File: src/rtl/instr_encoder_pkg.sv
// rtl/instr_encoder_pkg.sv - shared RV32I opcode constants, format classification and FIFO depth
package instr_encoder_pkg;

   localparam int FIFO_DEPTH = 4;
   localparam int PTR_W      = $clog2(FIFO_DEPTH);
   localparam int CNT_W      = PTR_W + 1;

   localparam logic [6:0] OP_REG    = 7'b0110011;
   localparam logic [6:0] OP_LOAD   = 7'b0000011;
   localparam logic [6:0] OP_JALR   = 7'b1100111;
   localparam logic [6:0] OP_IMM    = 7'b0010011;
   localparam logic [6:0] OP_STORE  = 7'b0100011;
   localparam logic [6:0] OP_BRANCH = 7'b1100011;
   localparam logic [6:0] OP_LUI    = 7'b0110111;
   localparam logic [6:0] OP_AUIPC  = 7'b0010111;
   localparam logic [6:0] OP_JAL    = 7'b1101111;

   typedef enum logic [2:0] {
      FMT_R,
      FMT_I,
      FMT_S,
      FMT_B,
      FMT_U,
      FMT_J,
      FMT_BAD
   } fmt_e;

   function automatic fmt_e fmt_of(input logic [6:0] op);
      case (op)
         OP_REG:                   return FMT_R;
         OP_LOAD, OP_JALR, OP_IMM: return FMT_I;
         OP_STORE:                 return FMT_S;
         OP_BRANCH:                return FMT_B;
         OP_LUI, OP_AUIPC:         return FMT_U;
         OP_JAL:                   return FMT_J;
         default:                  return FMT_BAD;
      endcase
   endfunction

endpackage

File: src/rtl/instr_fifo.sv
// rtl/instr_fifo.sv - 4-entry word FIFO with wrapping pointers and occupancy count
module instr_fifo
   import instr_encoder_pkg::*;
(
   input  logic             clk,
   input  logic             reset,
   input  logic             i_push,
   input  logic [31:0]      i_data,
   input  logic             i_pop,
   output logic [31:0]      o_data,
   output logic [CNT_W-1:0] o_count
);

   logic [31:0]      r_mem [FIFO_DEPTH];
   logic [PTR_W-1:0] r_wr_ptr;
   logic [PTR_W-1:0] r_rd_ptr;
   logic [CNT_W-1:0] r_count;

   always_ff @(posedge clk) begin
      if (i_push && !reset) begin
         r_mem[r_wr_ptr] <= i_data;
      end
   end

   // Pointers are exactly log2(depth) wide so they wrap without explicit compare.
   always_ff @(posedge clk) begin
      if (reset) begin
         r_wr_ptr <= '0;
         r_rd_ptr <= '0;
         r_count  <= '0;
      end else begin
         if (i_push) r_wr_ptr <= r_wr_ptr + PTR_W'(1);
         if (i_pop)  r_rd_ptr <= r_rd_ptr + PTR_W'(1);
         case ({i_push, i_pop})
            2'b10:   r_count <= r_count + CNT_W'(1);
            2'b01:   r_count <= r_count - CNT_W'(1);
            default: r_count <= r_count;
         endcase
      end
   end

   assign o_data  = (r_count != '0) ? r_mem[r_rd_ptr] : 32'h0;
   assign o_count = r_count;

endmodule

File: src/rtl/instr_encoder.sv
// rtl/instr_encoder.sv - RV32I field-to-word encoder feeding an addressed output FIFO
module instr_encoder
   import instr_encoder_pkg::*;
(
   input  logic        clk,
   input  logic        reset,
   input  logic        in_valid,
   output logic        in_ready,
   input  logic [6:0]  opcode,
   input  logic [4:0]  rd,
   input  logic [4:0]  rs1,
   input  logic [4:0]  rs2,
   input  logic [2:0]  funct3,
   input  logic [6:0]  funct7,
   input  logic [31:0] imm,
   output logic        out_valid,
   input  logic        out_ready,
   output logic [31:0] out_instr,
   output logic [31:0] out_addr,
   output logic        err,
   output logic [2:0]  fill_count
);

   fmt_e             w_fmt;
   logic [31:0]      w_word;
   logic             w_reject;
   logic             w_accept;
   logic             w_push;
   logic             w_pop;
   logic [CNT_W-1:0] w_count;
   logic             r_err;
   logic [31:0]      r_addr;

   always_comb begin
      w_fmt    = fmt_of(opcode);
      w_word   = 32'h0;
      w_reject = 1'b0;
      case (w_fmt)
         FMT_R: w_word = {funct7, rs2, rs1, funct3, rd, opcode};
         FMT_I: begin
            // Shift-immediates carry funct7 in the upper immediate bits.
            if (opcode == OP_IMM && (funct3 == 3'b001 || funct3 == 3'b101))
               w_word = {funct7, imm[4:0], rs1, funct3, rd, opcode};
            else
               w_word = {imm[11:0], rs1, funct3, rd, opcode};
         end
         FMT_S: w_word = {imm[11:5], rs2, rs1, funct3, imm[4:0], opcode};
         FMT_B: begin
            w_word   = {imm[12], imm[10:5], rs2, rs1, funct3, imm[4:1], imm[11], opcode};
            w_reject = imm[0];
         end
         FMT_U: w_word = {imm[31:12], rd, opcode};
         FMT_J: begin
            w_word   = {imm[20], imm[10:1], imm[11], imm[19:12], rd, opcode};
            w_reject = imm[0];
         end
         default: w_reject = 1'b1;
      endcase
   end

   assign in_ready  = (w_count < CNT_W'(FIFO_DEPTH));
   assign out_valid = (w_count != '0);
   assign w_accept  = in_valid && in_ready;
   assign w_push    = w_accept && !w_reject;
   assign w_pop     = out_valid && out_ready;

   instr_fifo u_fifo (
      .clk     (clk),
      .reset   (reset),
      .i_push  (w_push),
      .i_data  (w_word),
      .i_pop   (w_pop),
      .o_data  (out_instr),
      .o_count (w_count)
   );

   always_ff @(posedge clk) begin
      if (reset) begin
         r_err  <= 1'b0;
         r_addr <= 32'h0;
      end else begin
         r_err <= w_accept && w_reject;
         if (w_pop) r_addr <= r_addr + 32'd4;
      end
   end

   assign err        = r_err;
   assign out_addr   = r_addr;
   assign fill_count = w_count;

endmodule

File: config.mk
export PLATFORM = sky130hd
export DESIGN_NAME = instr_encoder
export DESIGN_NICKNAME = d
export VERILOG_FILES = /design/src/rtl/instr_encoder_pkg.sv /design/src/rtl/instr_fifo.sv /design/src/rtl/instr_encoder.sv
export SDC_FILE = /design/constraint.sdc
export NUM_CORES = 1
export LEC_CHECK = 0
export CORE_UTILIZATION = 35
export CTS_CLUSTER_DIAMETER = 40
export CTS_CLUSTER_SIZE = 10
export DETAILED_ROUTE_END_ITERATION = 8
export DONT_BUFFER_PORTS = 1
export MAX_ROUTING_LAYER = met4
export SYNTH_ARGS = -nofsm -noshare
export SYNTH_HDL_FRONTEND = slang
export SYNTH_SLANG_ARGS = --single-unit
File: constraint.sdc
create_clock -name clk -period 5.4 [get_ports clk]
set_clock_uncertainty 0.1 [all_clocks]
set_input_delay 0.54 -clock clk [delete_from_list [all_inputs] [get_ports clk]]
set_output_delay 0.54 -clock clk [all_outputs]
set_load 0.02 [all_outputs]
# After elaboration in Yosys (flattened, before gate mapping)
# Memories as Yosys holds them, arrays and structs flattened. A register that Yosys moved wholly into a read port is not among the register bits.
# Index checks and enable logic that the tools add are counted.
dict set report classes {
  n_reduce_logical 16
  n_div 0
  n_addsub 5
  n_eq_ne 18
  bitwise 0
  muxes 10
  shift 0
  magnitude_cmp 1
  mul 0
}
# operator count
set ops {}
lappend ops {{32-bit case mux with 6 select lines} 1}
lappend ops {{32-bit 2-to-1 mux} 2}
lappend ops {{32-bit by 3-bit adder with 32-bit output (second input constant)} 1}
lappend ops {{7-bit by 6-bit equality test with 1-bit output (second input constant)} 3}
lappend ops {{7-bit equality test (second input constant)} 3}
lappend ops {{3-bit case mux with 6 select lines} 1}
lappend ops {{7-bit by 5-bit equality test with 1-bit output (second input constant)} 2}
lappend ops {{3-bit equality test (second input constant)} 3}
lappend ops {{7-bit by 2-bit equality test with 1-bit output (second input constant)} 1}
lappend ops {{3-bit by 1-bit equality test with 1-bit output (second input constant)} 2}
lappend ops {{3-bit by 2-bit equality test with 1-bit output (second input constant)} 2}
lappend ops {{1-bit logical AND} 6}
lappend ops {{3-bit case mux with 2 select lines} 1}
lappend ops {{2-bit by 1-bit adder with 2-bit output (second input constant)} 2}
lappend ops {{2-bit 2-to-1 mux} 2}
lappend ops {{2-bit OR reduction} 2}
lappend ops {{4-bit OR reduction} 1}
lappend ops {{3-bit by 1-bit adder with 3-bit output (second input constant)} 1}
lappend ops {{3-bit zero test} 1}
lappend ops {{3-bit < comparator (second input constant)} 1}
lappend ops {{3-bit nonzero test} 1}
lappend ops {{3-bit OR reduction} 1}
lappend ops {{3-bit by 1-bit subtractor with 3-bit output (second input constant)} 1}
lappend ops {{2-bit by 1-bit equality test with 1-bit output (second input constant)} 1}
lappend ops {{other kinds (6)} 8}
dict set report word_totals {
  regBits 40
  mem_bits_ro 0
  ramBits 128
  latch_bits 0
  n_memories 1
}
# memory depth word_bits rd rd_ports_with_merged_regs wr line
set memory_table {}
lappend memory_table {u_fifo.r_mem 4 32 1 1 1 instr_fifo.sv:14} ;# logic [31:0] r_mem [FIFO_DEPTH];

# Logic depth before layout (Yosys ltp)
# Gate-level depths: netlist of the first run.
dict set report logic_depth {
  depth_word 11
  ltp_mapped 16
  mapped_depth_nobuf 13
}

# Cells and area by module
# From an unflattened synthesis of the first run, not the netlist that was laid out.
dict set report unflattened {
  hier_cells 584
  area_unflattened_um2 7812.5
}
# module area_each_um2 n_inst cells_each
set by_module_without_submodules {}
lappend by_module_without_submodules {instr_fifo 5267.6 1 249}
lappend by_module_without_submodules {instr_encoder 2544.9 1 335}

# Worst setup path after synthesis of the first run
# Ideal clock, no wire load.
dict set report synth_path {
  path_type {input -> register}
  from {in opcode[3]}
  to {reg u_fifo.r_count[2], in the netlist u_fifo.o_count[2]}
  path_stages 16
  setup_slack_ns 1.549
  path_buffers 3
  t_arrival_ns 3.681
  t_required_ns 5.230
  path_cell_list {clkbuf_1 -> and4b_1 -> o21a_1 -> clkinv_1 -> clkbuf_1 -> ha_1 -> a21boi_0 -> clkbuf_1 -> nor2_1 -> nand3_1 -> ha_1 -> inv_1 -> fa_1 -> xor2_1 -> or3_1 -> a21oi_1}
}
dict set report synth_via {
  elab_chain_cells 10
  word_cells_on_any_way 27
  classes_between {eq/ne (16); mux (3); reduce/logical (8)}
}
# item line
set synth_lines {}
lappend synth_lines {{start: declaration} instr_encoder.sv:9} ;# input logic [6:0] opcode,
lappend synth_lines {{7-bit by 5-bit equality test with 1-bit output, or another cell as far along} instr_encoder_pkg.sv:29} ;# case (op)
lappend synth_lines {{3-bit OR reduction or 2-bit OR reduction (tied branches)} instr_encoder_pkg.sv:29}
lappend synth_lines {{3-bit case mux with 6 select lines *} instr_encoder_pkg.sv:29}
lappend synth_lines {{3-bit by 1-bit equality test with 1-bit output, or another cell as far along} instr_encoder.sv:38} ;# case (w_fmt)
lappend synth_lines {{4-bit OR reduction (no source line) or 2-bit OR reduction (tied branches)} --}
lappend synth_lines {{1-bit case mux with 2 select lines *} instr_encoder.sv:38}
lappend synth_lines {{1-bit zero test *} instr_encoder.sv:64} ;# assign w_push = w_accept && !w_reject;
lappend synth_lines {{1-bit logical AND *} instr_encoder.sv:64}
lappend synth_lines {{2-bit by 1-bit equality test with 1-bit output or 2-bit equality test (tied branches)} instr_fifo.sv:34} ;# case ({i_push, i_pop})
lappend synth_lines {{3-bit case mux with 2 select lines or 2-bit nonzero test (tied branches)} --}
lappend synth_lines {{end signal: assignment} instr_fifo.sv:35} ;# 2'b10: r_count <= r_count + CNT_W'(1);
lappend synth_lines {{end signal: assignment} instr_fifo.sv:36} ;# 2'b01: r_count <= r_count - CNT_W'(1);
lappend synth_lines {{end signal: assignment} instr_fifo.sv:37} ;# default: r_count <= r_count;
lappend synth_lines {{end: declaration} instr_fifo.sv:17} ;# logic [CNT_W-1:0] r_count;
# Every way passes the cells marked *; elsewhere a longest branch is shown, timed or not.
# A chain may end at the register's enable or synchronous reset.

# Worst setup path in the final report of the first run
dict set report layout_path {
  from {in opcode[3]}
  to {mem u_fifo.r_mem[1][7], enable pin}
}
dict set report layout_via {
  elab_chain_cells 11
  word_cells_on_any_way 26
  classes_between {eq/ne (14); mux (4); reduce/logical (8)}
}
# item line
set layout_lines {}
lappend layout_lines {{7-bit by 5-bit equality test with 1-bit output, or another cell as far along} instr_encoder_pkg.sv:29}
lappend layout_lines {{3-bit OR reduction or 2-bit OR reduction (tied branches)} instr_encoder_pkg.sv:29}
lappend layout_lines {{3-bit case mux with 6 select lines *} instr_encoder_pkg.sv:29}
lappend layout_lines {{3-bit by 1-bit equality test with 1-bit output, or another cell as far along} instr_encoder.sv:38}
lappend layout_lines {{4-bit OR reduction (no source line) or 2-bit OR reduction (tied branches)} --}
lappend layout_lines {{1-bit case mux with 2 select lines *} instr_encoder.sv:38}
lappend layout_lines {{1-bit zero test *} instr_encoder.sv:64}
lappend layout_lines {{1-bit logical AND *} instr_encoder.sv:64}
lappend layout_lines {{1-bit logical AND *} instr_fifo.sv:20} ;# if (i_push && !reset) begin
lappend layout_lines {{1-bit 2-to-1 mux *} instr_fifo.sv:20}
lappend layout_lines {{1-bit 2-to-1 mux (not written as such) *} instr_fifo.sv:21} ;# r_mem[r_wr_ptr] <= i_data;
lappend layout_lines {{end: declaration} instr_fifo.sv:14}
# Marks and branches as above.

==> results, run 1 <==
- The flow ran to the end, and the final reports show no timing, DRC or antenna violations.
- The number of CTS-inserted buffers is 17.
- Entering global routing, the biggest net connects 42 pins.
- Counting cells, the worst reg-to-reg path comes to 11.
- OpenSTA, run right after detailed placement, puts the worst setup slack at 0.957 ns.
- The count of nets left with antenna violations once routing finished came out at 0.
- In this run the tool buffered the top-level ports with 0 buffer cells.
- In this run the number of cells on the critical path is 9.
- The slew at the pin closest to its max-slew limit is 1.13 ns.
- The leakage power is 2.34 nW.
- The commonest cells after synthesis are 128 x sky130_fd_sc_hd__edfxtp_1, 48 x sky130_fd_sc_hd__and2_1, 45 x sky130_fd_sc_hd__nor2_1, 40 x sky130_fd_sc_hd__dfxtp_1.
- Using the TritonRoute via totals, the vias-per-cell ratio works out to 5.62.
- Of the total power, combinational logic draws 0.055.
- The async set-reset flop share out of synthesis is 0.
- The total of warnings raised by yosys is 0.
- The post-cts gate resize count is 0.
- The netlist area before placement is 0.00763 mm².
- The global-route congestion overflow total is 0.
- The switching share of power is 0.251.
- In this run the post-CTS setup repair buffer count came out at 0.
- Counting both buffers and inverters, the worst setup path holds a total of 3.
- The region available for standard cell placement spans 0.0212 mm².
- The count of final hold-check violations was 0.
- The kind of start point of the critical path is an input pin.
- Summing over every cut layer, the via total after detailed routing is 4802.
- The total number of H-tree levels is 4.
- The iteration-0 DRC count of the detailed router is 397.
- At the worst endpoint, the required time is 5.43 ns.
- The startpoint identified for the worst hold timing path is reset.
- The clock latency reported for the late side of the worst-skew pair is 0.43 ns.
- The delay of the slowest critical-path stage is 0.81 ns.
- After detailed routing, the total wire length is 18300 µm.
- The number of DRC violations after detailed routing is 0.
- In this run the horizontal extent of the chip is 150 µm.
- The relative contribution of the clock network to total power is 0.438.
- The worst reg-to-reg setup slack is 2.47 ns.
- The worst pin sits at a relative slew slack of 0.244.
- The hold buffer count at CTS is 0.
- The standard cell with the maximum stage delay on the critical path is sky130_fd_sc_hd__and2_1.
- For this configuration, the core starts out at a cell density of 0.360.
- After synthesis, the netlist uses 59 different library cells.
- The mean instance size in the synthesized netlist is 13.5 µm².
- The share of final-layout standard cells stronger than drive strength 1 is 0.151.
- Setup violations remaining at the end of the flow were counted as 0.
- The signal on the critical path passes through nor3b_1 -> o21a_1 -> clkinv_1 -> ha_1 -> a21boi_0 -> buf_4 -> nor4_1 -> and2_1 -> buf_12.
- sky130_fd_sc_hd__edfxtp_1 is the most common cell in the netlist.
- The layout filler cell count is 1991.
- VDD sags by at most 0.222 mV.
- The share of total power dissipated in sequential elements is 0.506.
- The setup slack of the critical path after layout is 1.36 ns.
- In this run the clock root is driven by a sky130_fd_sc_hd__clkbuf_16.
- The tightest hold margin is 0.0697 ns.
- The worst hold path stage count is 1.
- In this run the power density over the cells is 323 mW/mm².
- The number of global-route vias before repair is 4917.
- The first-pass GRT wire length is 27700 µm.
- After detailed routing, the average wire length per cell comes to 21.5 µm.
- By area the synthesized netlist is led by sky130_fd_sc_hd__edfxtp_1 50%, sky130_fd_sc_hd__dfxtp_1 10%, sky130_fd_sc_hd__mux4_2 9.4%, sky130_fd_sc_hd__and2_1 3.9%, sky130_fd_sc_hd__xnor2_1 2.3%.
- The final critical path time including I/O delays and setup is 4.04 ns.
- Measured along the y axis, the die boundary spans 150 µm.
- After technology mapping, the gate count stands at 567.
- The initial antenna violation count is 2.
- The number of enable-type register cells in the synthesized netlist is 128.
- The kind of end point of the critical path is a register.
- Data arrives at the worst endpoint at 4.07 ns.
- The internal power contribution is 0.00205 W.
- The overall global routing resource usage is 0.173.
- After routing, the total negative slack on setup checks comes to 0 ns.
- The pre-antenna-repair detailed-routing pass consisted of 5 iterations.
- In this run the worst path has a maximum fanout of 17.
- The net switching component of the power is 0.000688 W.
- Excluding fillers, the count of instances in the completed layout stands at 855.
- The cell taking the most area after synthesis is sky130_fd_sc_hd__edfxtp_1.
- The layout overhead on the synthesized area is 11.4%.
- The sequential element share of the synthesized area is 0.609.
- The placed wire-length estimate after detailed placement is 12600 µm.
- The register bit total from synthesis is 168.
- Among all flip-flop cells after synthesis, the most frequent one is sky130_fd_sc_hd__edfxtp_1.
- Across the run, the number of max-cap violations was 0.
- The die area is 0.0224 mm².
- The startpoint of the lowest-slack register-to-register path is u_fifo.o_count[2].
- Dividing the final minimum period by the clock period gives 0.748.
- The launch point of the worst path is opcode[3].
- In this design, the largest share of critical-path delay is due to simple AND/OR/NAND/NOR gates.
- The count of standard-cell rows is 53.
- TritonCTS built the clock tree.
- In this run, placement finished with an instance count of 821.
- Static timing analysis puts the maximum clock frequency at 0.248 GHz.
- The critical path start-end classification is in -> reg.
- The clock input transition at the sequential cells of the worst setup and hold paths is 0.07 ns.
- The maximum count of clock buffers along a single path is 2.
- Setup repair after global routing left no endpoint under its margin.
- The area share of the leading cell type in the synthesized netlist is 0.504.
- The congestion estimate from routability-driven global placement came to 0.879.
- The clock net in this run drives a total of 168 sinks.
- During I/O placement, the number of pins put on the boundary was 138.
- The final-report max-slew violation count was 0.
- The final-stage net count is 641.
- The class of the tightest hold or removal check is in -> reg.
[placed cells by master, fill, tap and decap left out, types with 2 or more instances in the layout]
cell	count
sky130_fd_sc_hd__inv_1	15
sky130_fd_sc_hd__edfxtp_1	128
sky130_fd_sc_hd__or4_1	4
sky130_fd_sc_hd__clkinv_8	5
sky130_fd_sc_hd__a22oi_1	2
sky130_fd_sc_hd__a21oi_1	32
sky130_fd_sc_hd__and4_1	2
sky130_fd_sc_hd__nand3_1	22
sky130_fd_sc_hd__nor2b_1	2
sky130_fd_sc_hd__conb_1	2
sky130_fd_sc_hd__xnor2_1	20
sky130_fd_sc_hd__or3_1	4
sky130_fd_sc_hd__and2_1	48
sky130_fd_sc_hd__nor4_1	5
sky130_fd_sc_hd__ha_1	7
sky130_fd_sc_hd__and3_1	3
sky130_fd_sc_hd__a32oi_1	6
sky130_fd_sc_hd__nand2_1	19
sky130_fd_sc_hd__o21ai_1	3
sky130_fd_sc_hd__nor2_1	45
sky130_fd_sc_hd__nor3b_1	5
sky130_fd_sc_hd__nor3_1	11
sky130_fd_sc_hd__o21a_1	3
sky130_fd_sc_hd__diode_2	2
sky130_fd_sc_hd__inv_8	3
sky130_fd_sc_hd__mux2i_1	4
sky130_fd_sc_hd__o31ai_1	4
sky130_fd_sc_hd__clkinv_1	2
sky130_fd_sc_hd__inv_6	6
sky130_fd_sc_hd__xor2_1	9
sky130_fd_sc_hd__o21ai_0	13
sky130_fd_sc_hd__clkbuf_16	17
sky130_fd_sc_hd__mux4_2	32
sky130_fd_sc_hd__dfxtp_1	39
sky130_fd_sc_hd__nand4_1	15
sky130_fd_sc_hd__nand4_2	2
sky130_fd_sc_hd__buf_4	8
sky130_fd_sc_hd__nor4_2	5
sky130_fd_sc_hd__nand4b_1	2
[cell families (layout without fill, tap and decap cells)]
logic type | Yosys count | after routing | synth area share
XOR/XNOR | 29 | 29 | 0.0333
adder cells (fa/ha/maj) | 8 | 8 | 0.0141
multiplexers | 36 | 36 | 0.0997
other | 1 | 4 | 0.000491
flip-flops | 168 | 168 | 0.609
AND/OR/NAND/NOR | 203 | 203 | 0.154
AO/OA/AOI/OAI | 74 | 74 | 0.0598
buffers and inverters | 48 | 58 | 0.0302
[flip-flops by register name (all words and copies together) (netlist names), named ones only]
register,count
out_addr,30
u_fifo.o_count,3
err,1
u_fifo.r_mem,128
u_fifo.r_wr_ptr,2
u_fifo.r_rd_ptr,2
[per-stage QoR]
step | utilization | instance area (µm²) | power (W)
2_1_floorplan | - | 7630 | 0.00155
3_3_place_gp | 0.372 | 7890 | 0.00157
3_5_place_dp | 0.372 | 7890 | 0.00157
4_1_cts | 0.400 | 8490 | 0.00278
5_1_grt | 0.401 | 8500 | 0.00284
6_report | 0.401 | 8500 | 0.00274
[power by group through the flow]
stage | sequential (W) | combinational (W) | clock (W)
finish | 0.00139 | 0.000152 | 0.00120
detailed placement | 0.00142 | 0.000154 | 0
global route | 0.00139 | 0.000166 | 0.00128
CTS | 0.00139 | 0.000154 | 0.00123
global placement | 0.00142 | 0.000151 | 0
floorplan | 0.00142 | 0.000134 | 0
[worst paths after layout]
| path | end |
|---|---|
| max | u_fifo.r_mem[1][7] |
| min | out_addr[29] |
| max reg2reg | u_fifo.o_count[2] |
| min reg2reg | u_fifo.r_wr_ptr[1] |
[cell type report]
class                   instances  area (µm²)  share of cell area
flip-flops and latches        168        4650               0.547
inverters                      17        63.8             0.00751
diodes                          2        5.00            0.000589
well taps                     275         344              0.0405
clock inverters                15         175              0.0206
clock buffers                  17         425              0.0501
multi-input cells             352        2760               0.325
repair buffers                  9        80.1             0.00942
[layer usage]
layer,up-vias,GRT usage,part of all wire
met1,2415,0.200,0.40
li1,2147,-,-
met4,0,0.0616,0.019
met5,-,-,0
met3,30,0.0585,0.095
met2,210,0.278,0.49
No activity file was read; power rests on OpenSTA's default activity.
==> run 2, diff against run 1 <==
- clock period: 5.4 -> 4.12 ns (I/O delays scaled with it)
==> run 2 against run 1 <==
  * Register-to-register slack got worse by 1.2 ns
  * Flip-flop and latch count unchanged
  * Die area unchanged
  * Non-clock buffer count is 5 higher
  * Largest power group unchanged
  * Global-route usage fell by 0.34 points
  * Worst setup slack lost 0.36 ns
  * Hold slack gained 0.065 ns
  * Total power up 32%
  * Via count is 0.83% lower
  * Highest routed layer unchanged
==> results, run 2 (synthesized netlist as in run 1, its figures left out) <==
- The layout overhead on the synthesized area is 12.5%.
- The worst hold path stage count is 3 (+2).
- The critical path is of the in -> reg type.
- For this design, the slowest cell found on the critical path is sky130_fd_sc_hd__and2_1.
- The peak fanout along the critical path is 26 (+9).
- The worst reg-to-reg setup slack is 1.23 ns (-1.24 ns).
- The overall global routing resource usage is 0.169 (-0.00341).
- The cell sitting at the root of the clock tree is a sky130_fd_sc_hd__clkbuf_16.
- The register with the most flip-flops in the final layout is u_fifo.r_mem.
- The delay of the slowest critical-path stage came to 0.46 ns (-0.35 ns).
- The count of standard-cell rows is 53 (unchanged).
- The max-slew headroom at the worst pin came to 0.294 (+0.0498).
- The iteration count of the initial detailed-routing pass is 7 (+2).
- The final-stage net count is 646 (+0.78%).
- The data required time at the worst endpoint is 4.14 ns (-1.29 ns).
- The remaining antenna violation count is 0 (unchanged).
- The number of global-route vias before repair was 4883 (-0.69%).
- The share of final-layout standard cells stronger than drive strength 1 is 0.158 (+0.00729).
- The relative contribution of the clock network to total power is 0.437 (about the same).
- The peak supply drop is 0.276 mV (+24%).
- The startpoint of the lowest-slack register-to-register path is u_fifo.o_count[2].
- The category of cells accounting for the largest share of critical-path delay is simple AND/OR/NAND/NOR gates.
- The number of DRC violations after detailed routing is 0 (unchanged).
- The setup TNS is 0 ns (unchanged).
- The final core utilization is 0.405 (+0.00407).
- The y dimension of the die is 150 µm (unchanged).
- The slew at the pin closest to its max-slew limit was 1.05 ns (-0.0743 ns).
- The post-layout instance count excluding filler cells came to 859 (+0.47%).
- The area of the placeable core is 0.0212 mm² (unchanged).
- The part of the total power dissipated in combinational logic was 0.058 (+0.003).
- The average detailed-routed wire length per instance came to 21.1 µm (-1.9%).
- The clock input transition at the sequential cells of the worst setup and hold paths was 0.07 ns (about the same).
- The total buffers and inverters traversed by the critical path is 3 (unchanged).
- The total number of H-tree levels is 4 (unchanged).
- The most common library cell in the layout ignoring fill and taps is sky130_fd_sc_hd__edfxtp_1.
- The power density over cell area is 420 mW/mm² (+30%).
- The flip-flop count of the largest register after layout is 128 (unchanged).
- The placed wire-length estimate after detailed placement is 12400 µm (-1.3%).
- The signal arrival time at the worst endpoint is 3.14 ns (-0.93 ns).
- The sequential power share came to 0.505 (about the same).
- The leakage power is 2.37 nW (+1.5%).
- The global-route congestion overflow total is 0 (unchanged).
- The via-per-instance ratio is 5.54 (-1.3%).
- The kind of end point of the critical path is a register.
- The net switching component of the power is 0.000911 W (+32%).
- The first-pass GRT wire length is 27200 µm (-2.0%).
- The total routed wirelength is 18100 µm (-1.4%).
- The number of CTS-inserted buffers came to 17 (unchanged).
- Of the available clock period, the critical path in the final layout requires 0.758.
- The worst path in the final design needs a cycle of 3.12 ns, including I/O delays and setup.
- The post-CTS repair timing setup buffer count is 0 (unchanged).
- The number of cells after detailed placement was 825 (+0.49%).
- The count of final hold-check violations was 0 (unchanged).
- The internal power contribution is 0.00270 W (+31%).
- The run finished with clean final reports.
- The worst setup path is launched from an input pin.
- The hold buffer count at CTS is 1 (+1).
- The starting density of the core is 0.360 (unchanged).
- The I/O pin total is 138 (unchanged).
- The total of max-cap violations is 0 (unchanged).
- The maximum count of clock buffers along a single path is 2 (unchanged).
- The depth of the most critical reg-to-reg path was 11 (unchanged).
- Setup repair after global routing left no endpoint under its margin.
- The floorplan die width is 150 µm (unchanged).
- Walking the worst path, the cells encountered are nor3b_1 -> o21a_1 -> clkinv_1 -> ha_1 -> a21boi_0 -> buf_4 -> nor4_1 -> and2_1 -> buf_12.
- The count of input and output buffers is 0 (unchanged).
- The post-cts gate resize count is 0 (unchanged).
- The final estimated routing congestion in global placement is 0.838 (-4.6%).
- The switching share of power is 0.253 (+0.00165).
- Static timing analysis puts the maximum clock frequency at 0.320 GHz.
- The final-report max-slew violation count was 0 (unchanged).
- The class of the tightest hold or removal check is in -> reg.
- The worst hold path terminates at out_addr[4].
- The clock latency reported for the late side of the worst-skew pair is 0.42 ns (about the same).
- The total number of vias is 4762 (-0.83%).
- The number of endpoints failing setup at the final stage is 0 (unchanged).
- The initial antenna violation count was 1 (-1).
- The maximum number of pins on one net before global-route repair was 39 (-7.1%).
- The die area came to 0.0224 mm² (unchanged).
- The CTS sink count is 168 (unchanged).
- Leaving out fill and tap cells, the most frequent cells in the layout are 128 x sky130_fd_sc_hd__edfxtp_1, 48 x sky130_fd_sc_hd__and2_1, 45 x sky130_fd_sc_hd__nor2_1, 39 x sky130_fd_sc_hd__dfxtp_1.
- The end of the worst register-to-register path is u_fifo.o_count[2].
- The source of the worst hold timing path is out_ready.
- The iteration-0 DRC count of the detailed router is 428 (+7.8%).
- TritonCTS built the clock tree.
[run 2: power groups by stage]
stage | sequential [W] | clock [W] | combinational (W)
CTS | 0.00182 | 0.00161 | 0.000214
finish | 0.00182 | 0.00158 | 0.000209
global placement | 0.00186 | 0 | 0.000201
detailed placement | 0.00186 | 0 | 0.000205
global route | 0.00182 | 0.00168 | 0.000228
floorplan | 0.00186 | 0 | 0.000175
[run 2: metrics by stage]
step           hold slack, ns  worst slack, ns  power (W)  area [µm²]
3_5_place_dp            0.386            0.570    0.00206        7960
5_1_grt                 0.125            0.680    0.00373        8590
6_report                0.135            0.999    0.00361        8590
2_1_floorplan           0.379            0.397    0.00203        7630
3_3_place_gp            0.385            0.750    0.00206        7960
4_1_cts                 0.117             1.00    0.00365        8580
[run 2: cell type report]
cell class / count / area [µm²]
fillers: 1992 / 12600
flip-flops and latches: 168 / 4650
multi-input cells: 352 / 2760
clock buffers: 17 / 425
well taps: 275 / 344
clock inverters: 15 / 176
repair buffers: 14 / 168
inverters: 17 / 63.8
diodes: 1 / 2.50
[run 2: tightest hold or removal path: cells and delay by family]
kind	cells	cell delay (ns)
xor+xnor	1	0.06
simple gates	2	0.14
[run 2: layer usage]
layer | GRT usage | wire length, µm | part of all wire
met5 | - | 0 | 0
met4 | 0.0586 | 419 | 0.023
met3 | 0.0552 | 1790 | 0.099
met2 | 0.275 | 8820 | 0.49
met1 | 0.196 | 7060 | 0.39
[run 2: how the worst max path moves through the flow]
stage	startpoint	endpoint	cells after the start	slack [ns]
3_5_place_dp	opcode[3]	u_fifo.r_mem[1][8]	9	0.57
3_3_place_gp	opcode[3]	u_fifo.r_mem[1][9]	9	0.75
2_1_floorplan	opcode[3]	u_fifo.o_count[2]	16	0.40
5_1_grt	opcode[3]	u_fifo.r_mem[1][3]	9	0.68
6_report	opcode[3]	u_fifo.r_mem[1][3]	9	1.0
4_1_cts	opcode[3]	u_fifo.r_mem[1][3]	9	1.00
